`config.mk`:
```
export PLATFORM = sky130hd
export DESIGN_NAME = mac_array_ctrl
export DESIGN_NICKNAME = d
export VERILOG_FILES = /design/src/rtl/mac_array_ctrl.sv
export SDC_FILE = /design/constraint.sdc
export NUM_CORES = 1
export LEC_CHECK = 0
export BUFFER_PORTS_ARGS = -buffer_cell sky130_fd_sc_hd__buf_2
export CAP_MARGIN = 20
export CORE_MARGIN = 10
export CORE_UTILIZATION = 38
export DETAILED_ROUTE_END_ITERATION = 10
export PLACE_DENSITY = 0.63
export SETUP_SLACK_MARGIN = 0.05
export SYNTH_ARGS = -nofsm -noshare
export SYNTH_HDL_FRONTEND = slang
export SYNTH_SLANG_ARGS = --single-unit
```
`constraint.sdc`:
```
create_clock -name clk -period 2 [get_ports clk]
set_input_delay 0.1 -clock clk [delete_from_list [all_inputs] [get_ports clk]]
set_output_delay 0.1 -clock clk [all_outputs]
set_load 0.02 [all_outputs]
```
`src/rtl/mac_array_ctrl.sv`:
```
// Job sequencer for the mac_col array: key preload, throttled query execute, drain, done pulse.
// All outputs registered; inst trails each SRAM read by one cycle; ofifo_afull is registered, so a stall takes effect two edges after it rises.
module mac_array_ctrl #(
  parameter int col       = 8,
  parameter int addr_bw   = 6,
  parameter int load_len  = 10,
  parameter int drain_len = 14
) (
  input  logic               clk,
  input  logic               reset,
  input  logic               start,
  input  logic [addr_bw-1:0] key_base,
  input  logic [addr_bw-1:0] q_base,
  input  logic [addr_bw-1:0] q_len,
  input  logic               ofifo_afull,
  output logic               mem_rd_en,
  output logic [addr_bw-1:0] mem_addr,
  output logic [1:0]         inst,
  output logic               busy,
  output logic               done
);

  typedef enum logic [2:0] {IDLE, LOAD, EXEC, DRAIN, DONE} state_t;

  localparam int cnt_w = 16;

  // The drain window must at least cover the skew across the column chain.
  if (load_len < 1 || drain_len < col) begin : g_param_check
    $error("mac_array_ctrl: load_len must be >= 1 and drain_len >= col");
  end

  state_t             state;
  logic [cnt_w-1:0]   cnt;
  logic [addr_bw-1:0] issued;
  logic [addr_bw-1:0] key_base_q;
  logic [addr_bw-1:0] q_base_q;
  logic [addr_bw-1:0] q_len_q;
  logic               afull_q;
  logic               rd_exec;

  always_ff @(posedge clk) begin
    if (!reset) begin
      state      <= IDLE;
      cnt        <= '0;
      issued     <= '0;
      key_base_q <= '0;
      q_base_q   <= '0;
      q_len_q    <= '0;
      afull_q    <= 1'b0;
      rd_exec    <= 1'b0;
      mem_rd_en  <= 1'b0;
      mem_addr   <= '0;
      inst       <= 2'b00;
      busy       <= 1'b0;
      done       <= 1'b0;
    end else begin
      // inst reflects the read issued on the previous edge, once the SRAM data is valid.
      inst      <= {mem_rd_en & rd_exec, mem_rd_en & ~rd_exec};
      mem_rd_en <= 1'b0;
      done      <= 1'b0;
      afull_q   <= ofifo_afull;

      case (state)
        IDLE: begin
          busy   <= start;
          cnt    <= '0;
          issued <= '0;
          if (start) begin
            key_base_q <= key_base;
            q_base_q   <= q_base;
            q_len_q    <= q_len;
            state      <= LOAD;
          end
        end

        LOAD: begin
          mem_rd_en <= 1'b1;
          rd_exec   <= 1'b0;
          mem_addr  <= key_base_q + addr_bw'(cnt);
          cnt       <= cnt + 1'b1;
          if (cnt == cnt_w'(load_len - 1)) begin
            cnt   <= '0;
            state <= (q_len_q == '0) ? DRAIN : EXEC;
          end
        end

        EXEC: begin
          if (!afull_q) begin
            mem_rd_en <= 1'b1;
            rd_exec   <= 1'b1;
            mem_addr  <= q_base_q + issued;
            issued    <= issued + 1'b1;
            if (issued + 1'b1 == q_len_q) begin
              state <= DRAIN;
            end
          end
        end

        DRAIN: begin
          cnt <= cnt + 1'b1;
          if (cnt == cnt_w'(drain_len - 1)) begin
            cnt   <= '0;
            state <= DONE;
          end
        end

        DONE: begin
          // busy stays high through the done cycle and drops from IDLE next edge.
          done  <= 1'b1;
          state <= IDLE;
        end

        default: state <= IDLE;
      endcase
    end
  end

endmodule
```
==> results by group <==
Timing
  • Worst clock skew on the final layout: 0.0152 ns
  • WHS: approximately 0.005 ns
  • Tightest Pin Transition: around 0.53 ns
  • Highest clock rate: 0.537 GHz
  • Total negative slack for setup checks: 0 ns
  • Final worst path period need: between 1.5 and 2 ns
  • Max-slew headroom: 0.648
  • Setup violation total in the final timing report: 0
  • Final Max Slew Viols: 0
  • Final count of hold timing violations: 0
  • RSZ-0062 raised after global routing: yes
  • PnR worst setup slack: ~0.14 ns
  • Post-route fraction of the period consumed by the critical path: 0.931

Hold path
  • Type of the worst min-delay path: input pin to register

Outcome
  • Run status: complete, no violations

Floorplanning
  • Number of ports placed on the die boundary: 33
  • Area of the core: approximately 7400 um2
  • Initial core utilization: 0.397
  • Y dimension of the die: approximately 110 um
  • Horiz. Die Dim: between 100 and 150 um
  • Number of standard-cell rows in the floorplan: 31
  • Total Die Area: ~12000 um2

Logic synthesis
  • Number of cells produced by synthesis: between 300 and 400
  • Dominant register cell in the synthesized netlist: sky130_fd_sc_hd__dfxtp_1
  • #FFs+latches synth: 56
  • Synth Warn #: 0
  • Library cell occupying the most area in the post-synthesis netlist: sky130_fd_sc_hd__dfxtp_1
  • Share of synthesized flip-flops with an asynchronous set or reset: 0
  • Syn Std Cell Area: ~2900 um2
  • Synth area leaders: sky130_fd_sc_hd__dfxtp_1 38%, sky130_fd_sc_hd__a21oi_1 7.0%, sky130_fd_sc_hd__nand2_1 6.9%
  • Count of flip-flops with a built-in enable after synthesis: 0
  • Top-area cell type share of the netlist area: 0.383
  • Mean Syn Cell Area: ~8.2 um2
  • Synthesized netlist net count: 393
  • Count of distinct cell types in the synthesized netlist: 49
  • Share of synthesized area occupied by flip-flops and latches: 0.383

Global route
  • Remaining Overflow, GRT: 0
  • Largest net degree at the start of global routing: 26
  • Combined global-route utilization of all metal layers: 0.122
  • Vias in the first global route: about 2500
  • Global-route wire length before repair: approximately 12 mm
  • Number of antenna violations at the first check in global routing: 0

Power and ir drop
  • Power Density: 648 nW/um2
  • Part of the total power dissipated in combinational logic: 0.170
  • Switching fraction of total power: 0.296
  • Worst IR drop on VDD: around 0.00035 V
  • Net switching power: about 670 uW
  • Cell leakage power: about 1.5 nW
  • Int Power: roughly 1.6 mW
  • Clk network pwr share: 0.295
  • Sequential group share of total power: 0.535

Routing
  • TritonRoute pass-1 iters: 4
  • Drt wl/cell: 13.7 um
  • Count of routing violations after the opening detailed-route iteration: 213
  • Number of DRC violations after detailed routing: 0
  • Antenna Violating Nets Remaining: 0
  • Via density: ~5.2
  • Total number of vias: about 2600
  • Total wire length after detailed routing: a little under 7 mm

Place
  • Number of cells after detailed placement: between 400 and 500
  • Placed wire-length estimate after detailed placement: around 5.2 mm
  • Count of buffers inserted at the top-level ports: 32
  • Worst slack at placement: between 0.03 and 0.04 ns
  • Routability congestion estimate: roughly 0.86

Worst setup path
  • R2R cell count: 7
  • Element type at the critical path start: register
  • Maximum net fanout on the critical path: 6
  • Slack of the worst reg-to-reg path: ~0.14 ns
  • Arrival time worst endpoint: approximately 2.1 ns
  • R2r startpoint: cnt[1]
  • Start-to-end type of the worst setup path: register to register
  • Kind of end point of the critical path: register
  • R2r endpoint: cnt[5]
  • Req. time, crit path: 2.25 ns
  • Critical Path End: cnt[5]
  • Startpoint of the most critical setup path: cnt[1]

Clock network
  • Worst-path clk slew: 0.12 ns
  • CTS HTree Levels: 2
  • Number of sinks handled by clock tree synthesis: 56
  • Clock buffer count from CTS: 5
  • Number of buffers between clock root and the deepest sink: 2
  • CTS Root Buffer Type: sky130_fd_sc_hd__clkbuf_8
  • Worst skew pair latency: around 0.32 ns
  • Clock tree from TritonCTS: yes

Cells and area
  • Nets: ~450
  • Utilization after layout: 0.475
  • Fraction of layout cells with a size suffix above 1: 0.171
  • Multi-input gate area: 1710 um2
  • Area taken by flip-flops and latches: around 1100 um2
  • Final instance count without filler cells: slightly above 500
  • N_diodes: 0
  • Synth-to-layout area growth: 19.5%
  • Number of fill cells in the layout: ~760

Run
  • Max-cap violations: 0
==> worst min path at each step <==
stage,start,end,slack (ns),depth (start not counted)
floorplan,ofifo_afull,afull_q,0.23,1
global route,key_base[5],key_base_q[5],0.006,3
global placement,ofifo_afull,afull_q,0.31,2
finish,q_base[3],q_base_q[3],0.005,3
detailed placement,ofifo_afull,afull_q,0.31,2
CTS,q_base[3],q_base_q[3],0.0006,3
==> critical path, stage by stage, from the launching register on <==
cell and delay [ns]:
sky130_fd_sc_hd__dfxtp_4 0.39, sky130_fd_sc_hd__inv_1 0.06, sky130_fd_sc_hd__ha_1 0.16, sky130_fd_sc_hd__nor2b_1 0.12, sky130_fd_sc_hd__and4_4 0.18, sky130_fd_sc_hd__a211o_1 0.36, sky130_fd_sc_hd__or3_1 0.38, sky130_fd_sc_hd__mux2i_1 0.15
==> final cells by class <==
type / count / area share
Clock buffer: 5 / 0.0197
Clock inverter: 3 / 0.00716
Inverter: 8 / 0.00859
Multi-Input combinational cell: 277 / 0.490
Sequential cell: 56 / 0.322
Tap cell: 99 / 0.0354
Timing Repair Buffer: 60 / 0.117
==> synth_stat cells (5+ instances only) <==
cell type and instances:
sky130_fd_sc_hd__dfxtp_1 56, sky130_fd_sc_hd__nand2_1 54, sky130_fd_sc_hd__a21oi_1 41, sky130_fd_sc_hd__nor2_1 25
sky130_fd_sc_hd__nand3_1 15, sky130_fd_sc_hd__ha_1 13, sky130_fd_sc_hd__xnor2_1 12, sky130_fd_sc_hd__mux2i_1 9
sky130_fd_sc_hd__nor3_1 9, sky130_fd_sc_hd__o21ai_0 9, sky130_fd_sc_hd__buf_2 8, sky130_fd_sc_hd__a21o_1 7
sky130_fd_sc_hd__a31oi_1 7, sky130_fd_sc_hd__and2_1 7, sky130_fd_sc_hd__and3_1 7, sky130_fd_sc_hd__clkbuf_1 7
sky130_fd_sc_hd__inv_1 7, sky130_fd_sc_hd__a211oi_1 6, sky130_fd_sc_hd__nand2b_1 5
==> power by group through the flow <==
stage	clock (mW)	combinational [mW]	sequential [mW]
after floorplan	0	0.230	1.25
after global placement	0	0.365	1.24
after detailed placement	0	0.372	1.24
after CTS	0.684	0.387	1.21
after global routing	0.731	0.432	1.22
final	0.668	0.386	1.21
==> registers in the layout (all words and copies together) (netlist names) <==
| register | cells |
|---|---|
| state | 3 |
| issued | 6 |
| rd_exec | 1 |
| mem_rd_en | 1 |
| busy | 1 |
| inst | 2 |
| q_base_q | 6 |
| key_base_q | 6 |
| cnt | 16 |
| done | 1 |
| q_len_q | 6 |
| mem_addr | 6 |
| afull_q | 1 |
==> metrics by stage <==
stage	cell area [um2]	power (mW)
floorplan	2930	1.48
global placement	3290	1.60
detailed placement	3290	1.61
CTS	3470	2.28
global route	3500	2.38
finish	3500	2.27
==> cells by family (layout without fill, tap and decap cells) <==
| family | count (synthesis) | after routing | synth area share |
|---|---|---|---|
| simple gates | 146 | 146 | 0.242 |
| compound gates | 90 | 90 | 0.189 |
| flops | 56 | 56 | 0.383 |
| buf+inv | 23 | 76 | 0.0329 |
| fa+ha+maj | 15 | 15 | 0.0693 |
| xor+xnor | 15 | 15 | 0.0449 |
| mux | 11 | 11 | 0.0385 |
==> layout by cell type, fill, tap and decap left out, types with 9 or more instances in the layout <==
cell	instances
sky130_fd_sc_hd__mux2i_1	9
sky130_fd_sc_hd__buf_4	17
sky130_fd_sc_hd__a21oi_1	41
sky130_fd_sc_hd__dlygate4sd3_1	10
sky130_fd_sc_hd__ha_1	13
sky130_fd_sc_hd__nor3_1	9
sky130_fd_sc_hd__nand2_1	54
sky130_fd_sc_hd__nand3_1	15
sky130_fd_sc_hd__dfxtp_1	53
sky130_fd_sc_hd__o21ai_0	9
sky130_fd_sc_hd__buf_2	32
sky130_fd_sc_hd__xnor2_1	12
sky130_fd_sc_hd__nor2_1	25
==> layer usage <==
layer,GRT usage,vias up,wire length (um),part of all wire
met5,0,-,0,0
met1,0.162,1235,3410,0.49
met4,0.0334,0,76,0.011
met2,0.191,41,3190,0.46
li1,-,1367,-,-
met3,0.0287,5,267,0.038
==> timing repair <==
item,4_1_cts,5_1_grt
setup endpoints to repair,1,5
hold buffers,8,2
endpoints found under the hold margin,8,2
cloned,0,0
setup buffers,0,0
pin swaps,0,1
resized for setup,1,5
No activity file was read; power rests on OpenSTA's default activity.
